$ cat config.mk
export PLATFORM = sky130hd
export DESIGN_NAME = rtr_lar_gen
export DESIGN_NICKNAME = d
export VERILOG_FILES = /design/src/rtl/rtr_lar_gen.sv
export SDC_FILE = /design/constraint.sdc
export NUM_CORES = 1
export LEC_CHECK = 0
export ABC_CLOCK_PERIOD_IN_PS = 2200
export CAP_MARGIN = 10
export CORE_MARGIN = 4
export CORE_UTILIZATION = 25
export CTS_BUF_LIST = sky130_fd_sc_hd__clkbuf_4
export CTS_CLUSTER_SIZE = 24
export DETAILED_ROUTE_END_ITERATION = 7
export SYNTH_ARGS = -nofsm -noshare
export SYNTH_HDL_FRONTEND = slang
export SYNTH_SLANG_ARGS = --single-unit
$ cat constraint.sdc
create_clock -name clk -period 2.2 [get_ports clk]
set_input_delay 0.22 -clock clk [delete_from_list [all_inputs] [get_ports clk]]
set_output_delay 0.22 -clock clk [all_outputs]
set_load 0.01 [all_outputs]
$ cat src/rtl/rtr_lar_gen.sv
// rtl/rtr_lar_gen.sv - lookahead route generator: one register stage that computes the next-hop {port, class} and router address
`ifndef CONNECTIVITY_LINE
`define CONNECTIVITY_LINE 0
`endif
`ifndef CONNECTIVITY_FULL
`define CONNECTIVITY_FULL 1
`endif
`ifndef ROUTING_TYPE_PHASED_DOR
`define ROUTING_TYPE_PHASED_DOR 0
`endif

module rtr_lar_gen #(
    parameter int num_resource_classes = 2,
    parameter int num_routers_per_dim  = 4,
    parameter int num_dimensions       = 2,
    parameter int num_nodes_per_router = 1,
    parameter int connectivity         = `CONNECTIVITY_LINE,
    parameter int routing_type         = `ROUTING_TYPE_PHASED_DOR,
    parameter int flit_data_width      = 64,
    localparam int dim_addr_width        = $clog2(num_routers_per_dim),
    localparam int router_addr_width     = num_dimensions * dim_addr_width,
    localparam int node_addr_width       = $clog2(num_nodes_per_router),
    localparam int dest_info_width       = num_resource_classes * router_addr_width + node_addr_width,
    localparam int num_neighbors_per_dim = (connectivity == `CONNECTIVITY_FULL) ? num_routers_per_dim - 1 : 2,
    localparam int num_ports             = num_dimensions * num_neighbors_per_dim + num_nodes_per_router,
    localparam int class_width           = $clog2(num_resource_classes),
    localparam int lar_info_width        = $clog2(num_ports) + class_width
) (
    input  logic                         clk,
    input  logic                         reset,
    input  logic [router_addr_width-1:0] router_address,
    input  logic                         in_valid,
    output logic                         in_ready,
    input  logic                         in_head,
    input  logic                         in_tail,
    input  logic [dest_info_width-1:0]   in_dest_info,
    input  logic [lar_info_width-1:0]    in_lar_info,
    input  logic [flit_data_width-1:0]   in_data,
    output logic                         out_valid,
    input  logic                         out_ready,
    output logic                         out_head,
    output logic                         out_tail,
    output logic [flit_data_width-1:0]   out_data,
    output logic [dest_info_width-1:0]   out_dest_info,
    output logic [lar_info_width-1:0]    out_lar_info,
    output logic [router_addr_width-1:0] out_next_router_address,
    output logic                         error_pkt
);

    localparam int nrc = num_resource_classes;
    localparam int n   = num_routers_per_dim;
    localparam bit is_full = (connectivity == `CONNECTIVITY_FULL);

    if (connectivity != `CONNECTIVITY_LINE && connectivity != `CONNECTIVITY_FULL) begin : g_bad_conn
        $error("rtr_lar_gen: unsupported connectivity");
    end
    if (routing_type != `ROUTING_TYPE_PHASED_DOR) begin : g_bad_routing
        $error("rtr_lar_gen: unsupported routing_type");
    end

    typedef enum logic {IDLE, IN_PKT} state_t;
    state_t state_q, state_d;

    logic                         accept;
    logic                         framing_err;
    logic                         out_valid_q, out_valid_d;
    logic                         out_head_q, out_head_d;
    logic                         out_tail_q, out_tail_d;
    logic [flit_data_width-1:0]   out_data_q, out_data_d;
    logic [dest_info_width-1:0]   out_dest_q, out_dest_d;
    logic [lar_info_width-1:0]    out_lar_q, out_lar_d;
    logic [router_addr_width-1:0] out_addr_q, out_addr_d;
    logic                         error_q, error_d;
    logic [dest_info_width-1:0]   stored_dest_q, stored_dest_d;
    logic [lar_info_width-1:0]    stored_lar_q, stored_lar_d;
    logic [router_addr_width-1:0] stored_addr_q, stored_addr_d;

    int                           cur_port, cur_class, node, next_class, next_port;
    logic [router_addr_width-1:0] dest_cur, dest_next, next_addr;
    logic [dim_addr_width-1:0]    dest_dim, next_dim;
    logic [lar_info_width-1:0]    route_lar;

    // Reset forces in_ready high so a flit presented during reset is dropped rather than stalled.
    assign in_ready = reset | !out_valid_q | out_ready;
    assign accept   = in_valid & in_ready;

    // Lookahead route computation for a head flit; all arithmetic wraps at dim_addr_width.
    always_comb begin
        cur_port  = int'(in_lar_info) >> class_width;
        cur_class = int'(in_lar_info) & ((1 << class_width) - 1);
        node      = int'(in_dest_info >> (nrc * router_addr_width));
        dest_cur  = '0;
        for (int c = 0; c < nrc; c++) begin
            if (c == cur_class) dest_cur = in_dest_info[c*router_addr_width +: router_addr_width];
        end
        next_addr = router_address;
        for (int d = 0; d < num_dimensions; d++) begin
            if (is_full) begin
                if (cur_port >= d*(n-1) && cur_port < (d+1)*(n-1))
                    next_addr[d*dim_addr_width +: dim_addr_width] = dest_cur[d*dim_addr_width +: dim_addr_width];
            end else begin
                if (cur_port == 2*d)
                    next_addr[d*dim_addr_width +: dim_addr_width] = router_address[d*dim_addr_width +: dim_addr_width] - 1'b1;
                else if (cur_port == 2*d + 1)
                    next_addr[d*dim_addr_width +: dim_addr_width] = router_address[d*dim_addr_width +: dim_addr_width] + 1'b1;
            end
        end
        next_class = nrc - 1;
        dest_next  = in_dest_info[(nrc-1)*router_addr_width +: router_addr_width];
        for (int c = nrc - 1; c >= 0; c--) begin
            if (c >= cur_class && in_dest_info[c*router_addr_width +: router_addr_width] != next_addr) begin
                next_class = c;
                dest_next  = in_dest_info[c*router_addr_width +: router_addr_width];
            end
        end
        next_port = num_dimensions * num_neighbors_per_dim + node;
        dest_dim  = '0;
        next_dim  = '0;
        for (int d = num_dimensions - 1; d >= 0; d--) begin
            dest_dim = dest_next[d*dim_addr_width +: dim_addr_width];
            next_dim = next_addr[d*dim_addr_width +: dim_addr_width];
            if (dest_dim != next_dim) begin
                if (is_full)
                    next_port = d*(n-1) + ((int'(dest_dim) - int'(next_dim) + n) % n) - 1;
                else
                    next_port = (dest_dim < next_dim) ? 2*d : 2*d + 1;
            end
        end
        route_lar = lar_info_width'((next_port << class_width) | next_class);
    end

    always_comb begin
        state_d = state_q;
        if (accept) begin
            if (in_tail)      state_d = IDLE;
            else if (in_head) state_d = IN_PKT;
        end
    end

    always_comb begin
        framing_err = accept & ((in_head & (state_q == IN_PKT)) | (!in_head & (state_q == IDLE)));
        error_d     = error_q | framing_err;
    end

    always_comb begin
        out_valid_d   = accept ? 1'b1 : (out_ready ? 1'b0 : out_valid_q);
        out_head_d    = out_head_q;
        out_tail_d    = out_tail_q;
        out_data_d    = out_data_q;
        out_dest_d    = out_dest_q;
        out_lar_d     = out_lar_q;
        out_addr_d    = out_addr_q;
        stored_dest_d = stored_dest_q;
        stored_lar_d  = stored_lar_q;
        stored_addr_d = stored_addr_q;
        if (accept) begin
            out_head_d = in_head;
            out_tail_d = in_tail;
            out_data_d = in_data;
            if (in_head) begin
                out_dest_d    = in_dest_info;
                out_lar_d     = route_lar;
                out_addr_d    = next_addr;
                stored_dest_d = in_dest_info;
                stored_lar_d  = route_lar;
                stored_addr_d = next_addr;
            end else begin
                out_dest_d = stored_dest_q;
                out_lar_d  = stored_lar_q;
                out_addr_d = stored_addr_q;
            end
        end
    end

    always_ff @(posedge clk) begin
        if (reset) begin
            state_q       <= IDLE;
            out_valid_q   <= 1'b0;
            out_head_q    <= 1'b0;
            out_tail_q    <= 1'b0;
            out_data_q    <= '0;
            out_dest_q    <= '0;
            out_lar_q     <= '0;
            out_addr_q    <= '0;
            error_q       <= 1'b0;
            stored_dest_q <= '0;
            stored_lar_q  <= '0;
            stored_addr_q <= '0;
        end else begin
            state_q       <= state_d;
            out_valid_q   <= out_valid_d;
            out_head_q    <= out_head_d;
            out_tail_q    <= out_tail_d;
            out_data_q    <= out_data_d;
            out_dest_q    <= out_dest_d;
            out_lar_q     <= out_lar_d;
            out_addr_q    <= out_addr_d;
            error_q       <= error_d;
            stored_dest_q <= stored_dest_d;
            stored_lar_q  <= stored_lar_d;
            stored_addr_q <= stored_addr_d;
        end
    end

    assign out_valid               = out_valid_q;
    assign out_head                = out_head_q;
    assign out_tail                = out_tail_q;
    assign out_data                = out_data_q;
    assign out_dest_info           = out_dest_q;
    assign out_lar_info            = out_lar_q;
    assign out_next_router_address = out_addr_q;
    assign error_pkt               = error_q;

endmodule
==> results.ini, run 1 <==
[drt]
ant_nets = 0
dr.pass1.iters = 4
drtIter0Drc = 231
wire_per_inst_um = 13.6
vias = 3272
drc = 0
via_per_inst = 4.33
wl_mm = 10.3

[yosys]
syn-num-nets = 489
synth_xor_area_share_pct = 3.81
synth-edff-count = 0
synthesis.instances = 399
yosys.area.top_type = dfxtp_1
ys_seq_area_share_pct = 52.3
synth-compound-area-share_pct = 14.8
synth_flop_cell = dfxtp_1
synth_mux_area_share_pct = 1.61
synth_top_family_by_area = simple AND/OR/NAND/NOR gates
yosys_warnings = 0
async_flop_share_pct = 0
syn_area_um2 = 3250
synth_top_area_share_pct = 52.3
synth.avg_cell_area_um2 = 8.16
synthTopCellsByArea = dfxtp_1, nand2_1, a21oi_1, buf_2, ha_1
synth_cell_types = 34
synth_seq_cells = 85
synth_adder_area_share_pct = 1.54
yosys.area_share.simple_pct = 21.7

[placed_design]
place.gp.congestion = 0.825
placed_area_um2 = 5260
dp_hpwl_mm = 7.57
io_buffers = 170

[timing]
maxSlewViolCount = 0
worst_pin_slew_ns = 0.893
setup_viol = 0
hold_viol_final = 0
fin_crit_sh_pct = 99.0
fin_crit_ns = 2.18
fmax_mhz = 459
tns_ns = 0
hold_ws_ns = 0.191
max-slew-margin-rel_pct = 40.5
skew_ns = 0.0156

[clock_network]
cts_buffers = 9
htree_levels = 3
cts-root-buf = clkbuf_4
clk_path_buf_depth = 2
clk_pin_slew_ns = 0.13
cts_tree = done
insertion_delay_ns = 0.44
hold_buffers = 0
cts.sinks = 85

[die]
die_area_um2 = 14900
die_h_um = 122
fp.dieW_um = 122
io_pins = 171
initial_core_util_pct = 25.7
rows = 41
core_um2 = 12700

[critical_path]
cp.arrival_ns = 2.52
worstSetupPathType = in -> reg
worstPathRequired_ns = 2.54
end_kind = flip-flop
cp_slowest_cell = clkdlybuf4s50_1
crit_chain = clkdlybuf4s50_1, xnor2_2, nor4_2, a21o_1, a31oi_4, mux2_4, ha_4, nor2b_1, o2111ai_1, a311oi_1
crit_fanout = 4
critical-path-max-stage-delay_ns = 0.53
startpoint_type = input pin

[finish]
fill_cells = 1294
drive_above_1_share_pct = 9.78
area_delta_synth_final_pct = 67.0
diodes = 0
final_nets = 668
stdcell_area_um2 = 5440

[power]
power_mw = 3.19
power_density_nw_per_um2 = 588
ir_drop_mv = 0.207
leakage_nw = 2.10

[global_routing]
overflow = 0
grt_pass1_vias = 3139
grt_start_max_net_pins = 86
grt_first_pass_wirelength_mm = 15.7
track_usage_pct = 13.3
antenna_found_initial = 0

[worst_hold_path]
hold_class = in -> reg

[outcome]
status = finished clean

[job]
drv_cap = 0

-- sequential cells by signal, summed over array words and instances, names as in the netlist --
signal	cells
error_pkt	1
out_data	64
out_head	1
out_tail	1
out_valid	1
state_q	1
stored_addr_q	4
stored_dest_q	8
stored_lar_q	4
-- routing by layer --
| layer | share of wire [%] | wire length, um | track usage [%] | up-vias |
|---|---|---|---|---|
| met5 | 0 | 0 | 0 | - |
| met4 | 2.5 | 257 | 5.67 | 0 |
| met3 | 9.8 | 1010 | 5.71 | 18 |
| met2 | 46 | 4760 | 21.4 | 120 |
| met1 | 41 | 4260 | 15.5 | 1476 |
| li1 | - | - | - | 1658 |
-- cells in the final DEF (no fill, tap or decap), types with 2 or more instances in the layout --
master           netlist  layout
buf_12                 0       3
ha_1                   4       2
nor2_1                10      10
buf_4                  5      21
clkdlybuf4s50_1        0     162
xor2_1                 4       3
inv_1                  2       2
nand2_2                0       2
mux2_4                 0       2
clkbuf_4               0      11
dlygate4sd2_1          0       5
mux2i_1                3       2
o21ai_0                2       2
a211oi_1               3       3
dfxtp_1               85      85
nand2_1              152     150
xnor3_1                2       2
nor2b_1                2       2
xnor2_1                5       4
ha_4                   0       2
clkinv_2               0       4
dlymetal6s2s_1         0       2
nor3_1                 2       2
a21oi_1               78      78
-- stage by stage --
step           worst slack (ns)  utilization, %  instances
6_report                 0.0227            42.9        755
5_1_grt                -0.00430            42.9        755
4_1_cts                 0.00969            42.7        755
3_5_place_dp             -0.664            41.5        738
3_3_place_gp             -0.530            41.5        738
2_1_floorplan            0.0137               -        399
-- area by class of cell --
type / count / area (um2) / share of cell area [%]
Clock buffer: 11 / 82.6 / 1.52
Clock inverter: 5 / 27.5 / 0.506
Inverter: 2 / 7.51 / 0.138
Multi-Input combinational cell: 285 / 1480 / 27.2
Sequential cell: 85 / 1700 / 31.3
Tap cell: 172 / 215 / 3.96
Timing Repair Buffer: 195 / 1920 / 35.4
-- critical path: cells and delay by family --
family | cells | cell delay [ns]
AOI/OAI and AO/OA | 4 | 0.80
xor gates and xnor gates | 1 | 0.15
adders and majority gates | 1 | 0.28
buffers and inverters | 1 | 0.53
muxes | 1 | 0.35
and+or+nand+nor | 2 | 0.18
-- final timing paths --
check,startpoint,end,slack [ns],depth (start not counted)
max,in_dest_info[0],stored_lar_q[1],0.02,10
min,in_dest_info[1],stored_dest_q[1],0.19,4
max reg2reg,out_valid,stored_lar_q[2],0.50,4
min reg2reg,out_data[33],out_data[33],0.46,2
-- report_power, final --
group / switching [mW] / total (mW) / internal, mW
logic: 0.321 / 0.751 / 0.430
clock network: 0.518 / 0.768 / 0.251
registers: 0.0451 / 1.67 / 1.63
-- cells in the mapped netlist, drive strengths merged (2+ instances only) --
cell	n
mux2i	3
nor2	11
ha	4
nor3	3
xnor2	5
a31oi	2
o21ai	3
inv	2
nand2	152
xnor3	2
nand2b	2
mux2	2
a211oi	3
xor2	4
clkbuf	12
nor2b	2
dfxtp	85
a21oi	78
buf	15
-- cells by family (layout without fill, tap and decap cells) --
family,count (synthesis),count (layout)
AND/OR/NAND/NOR,176,176
AO/OA/AOI/OAI,89,89
flip-flops,85,85
buffers and inverters,29,213
XOR/XNOR,11,11
multiplexers,5,5
adder cells (fa/ha/maj),4,4
-- what timing repair did --
| item | CTS | global route |
|---|---|---|
| cloned | 0 | 0 |
| gates resized for setup | 11 | 6 |
| buffers inserted | 1 | 0 |
| pin swaps | 3 | 6 |
| endpoints found under the setup margin | 3 | 3 |
(Power assumes the default switching activity.)
==> run 2: changes to the inputs <==
- CTS_BUF_LIST: sky130_fd_sc_hd__clkbuf_4 -> sky130_fd_sc_hd__clkbuf_8
==> run 2 against run 1 <==
Compared with the run above:
- core utilization up 0.68 points
- sequential share of layout area down 0.49 points
- clock skew fell by 0.0089 ns
- sequential cell count unchanged
==> results.ini, run 2 (synthesized netlist as in run 1, its figures left out) <==
[critical_path]
r2r-start = out_valid  ; unchanged
reg2reg_slack_ns = 0.49  ; was 0.50 ns
end_kind = flip-flop  ; unchanged
worstPathRequired_ns = 2.46  ; was 2.54 ns
cp.arrival_ns = 2.44  ; was 2.52 ns
reg2reg_depth = 4  ; unchanged
worstSetupPathType = in -> reg  ; unchanged
crit_fanout = 4  ; unchanged
startpoint_type = input pin  ; unchanged
r2r_end = stored_lar_q[2]  ; unchanged

[timing]
max-slew-margin-rel_pct = 39.4  ; was 40.5%
setup_viol = 0  ; unchanged
rsz0062_at_grt = true
maxSlewViolCount = 0  ; unchanged
skew_ns = 0.00662  ; was 0.0156 ns
setup_slack_ns = 0.0165  ; was 0.0227 ns
fin_crit_ns = 2.18  ; about the same
hold_viol_final = 0  ; unchanged
worst_pin_slew_ns = 0.908  ; was 0.893 ns
fin_crit_sh_pct = 99.2  ; was 99.0%
fmax_mhz = 458  ; was 459 MHz

[placed_design]
placed_area_um2 = 5260  ; unchanged
io_buffers = 170  ; unchanged
place.gp.congestion = 0.825  ; unchanged
dpl.cell_count = 738  ; unchanged
dpl_worst_slack_ns = -0.664  ; unchanged
dp_hpwl_mm = 7.57  ; unchanged

[global_routing]
track_usage_pct = 13.5  ; was 13.3%
grtUsageMet3_pct = 5.62  ; was 5.71%
antenna_found_initial = 0  ; unchanged
overflow = 0  ; unchanged
met1_usage_pct = 15.7  ; was 15.5%
grt_first_pass_wirelength_mm = 15.9  ; was 15.7 mm
grt-busiest-layer = met2  ; unchanged
grt_pass1_vias = 3210  ; was 3139
grt_start_max_net_pins = 86  ; unchanged
gr-usage-met2_pct = 21.9  ; was 21.4%

[drt]
drc = 0  ; unchanged
vias = 3262  ; was 3272
via_per_inst = 4.31  ; was 4.33
drtIter0Drc = 263  ; was 231
wire_per_inst_um = 13.8  ; was 13.6 um
ant_nets = 0  ; unchanged
dr.pass1.iters = 6  ; was 4
wl_mm = 10.5  ; was 10.3 mm

[power]
ir_drop_mv = 0.243  ; was 0.207 mV
leakage_nw = 2.14  ; was 2.10 nW
power_density_nw_per_um2 = 611  ; was 588 nW/um2

[finish]
fin_util_pct = 43.6  ; was 42.9%
largest_register_ff_count = 64  ; unchanged
drive_above_1_share_pct = 10.9  ; was 9.78%
stdcell_area_um2 = 5520  ; was 5440 um2
layout_common_cells = clkdlybuf4s50_1, nand2_1, dfxtp_1  ; unchanged
area_delta_synth_final_pct = 69.7  ; was 67.0%
final_nets = 670  ; was 668
final_common_cell = clkdlybuf4s50_1  ; unchanged
diodes = 0  ; unchanged
fin_cells = 757  ; was 755

[clock_network]
cts-root-buf = clkbuf_8  ; was clkbuf_4
cts_tree = done  ; unchanged
hold_buffers = 0  ; unchanged
htree_levels = 3  ; unchanged
insertion_delay_ns = 0.36  ; was 0.44 ns
clk_pin_slew_ns = 0.09  ; was 0.13 ns
cts.sinks = 85  ; unchanged
clk_path_buf_depth = 2  ; unchanged
cts_buffers = 9  ; unchanged

[worst_hold_path]
hold_class = in -> reg  ; unchanged
holdPathEnd = stored_dest_q[3]  ; was stored_dest_q[1]
worstHoldStart = in_dest_info[3]  ; was in_dest_info[1]
min_path_cells = 4  ; unchanged

[die]
die_h_um = 122  ; unchanged
fp.dieW_um = 122  ; unchanged
rows = 41  ; unchanged
die_area_um2 = 14900  ; unchanged
initial_core_util_pct = 25.7  ; unchanged
core_um2 = 12700  ; unchanged
io_pins = 171  ; unchanged

[outcome]
status = finished clean  ; unchanged

[job]
drv_cap = 0  ; unchanged

## run 2: changes by cell type in the layout (fill, tap and decap cells not counted), moves of 3 or more
| cell | before | now |
|---|---|---|
| clkbuf_4 | 11 | 0 |
| clkbuf_8 | 0 | 9 |
| buf_4 | 21 | 24 |
| clkdlybuf4s50_1 | 162 | 159 |
| dlygate4sd2_1 | 5 | 2 |
## run 2: power by group
| group | total [mW] | internal (mW) | switching (mW) |
|---|---|---|---|
| registers | 1.67 | 1.63 | 0.0453 |
| clock network | 0.941 | 0.394 | 0.547 |
| logic | 0.761 | 0.434 | 0.327 |
| total | 3.38 | 2.46 | 0.919 |
## run 2: area by class of cell
cell class,count,area [um2]
tap,172,215
sequential,85,1700
inverter,2,7.51
timing repair buffer,197,1940
clock buffer,9,124
multi-input combinational,285,1500
clock inverter,7,35.0
fill,1280,7150
## run 2: routing by layer
layer | up-vias | wire length [um]
li1 | 1656 | -
met1 | 1466 | 4270
met2 | 123 | 4920
met3 | 17 | 1040
met4 | 0 | 229
met5 | - | 0
## run 2: worst max-delay path: stages
cell and delay [ns]:
buf_6 0.10, xor2_2 0.18, nor3_4 0.16, xnor3_1 0.39, a31oi_4 0.27, mux2_4 0.35, ha_4 0.28, nor2b_1 0.12
o2111ai_1 0.11, a311oi_1 0.27
## run 2: stage by stage
stage	hold slack [ns]	total power [mW]	setup TNS, ns
after floorplan	0.354	2.00	0
after global placement	0.441	2.43	-1.33
after detailed placement	0.446	2.45	-1.79
after CTS	0.310	3.43	-0.0485
after global routing	0.295	3.57	-0.0592
final	0.287	3.38	0
## run 2: worst max path at each step
| stage | from | endpoint | slack [ns] | cells past startpoint |
|---|---|---|---|---|
| after floorplan | in_lar_info[1] | stored_lar_q[1] | 0.01 | 9 |
| after global routing | router_address[0] | stored_lar_q[1] | -0.06 | 10 |
| final | router_address[0] | stored_lar_q[1] | 0.02 | 10 |
| after global placement | in_lar_info[2] | stored_lar_q[1] | -0.53 | 10 |
| after detailed placement | router_address[2] | stored_lar_q[1] | -0.66 | 10 |
| after CTS | router_address[3] | stored_lar_q[1] | -0.05 | 8 |
## run 2: timing repair
item / in CTS / in global routing
setup endpoints to repair: 3 / 3
pin swaps: 9 / 9
cloned: 0 / 0
setup buffers: 3 / 0
gates resized for setup: 29 / 14
==> run 3: changes to the inputs <==
- CTS_CLUSTER_DIAMETER: unset -> 120
==> results of run 3 <==
The final DEF is identical to that of run 2; final timing and power are the same.
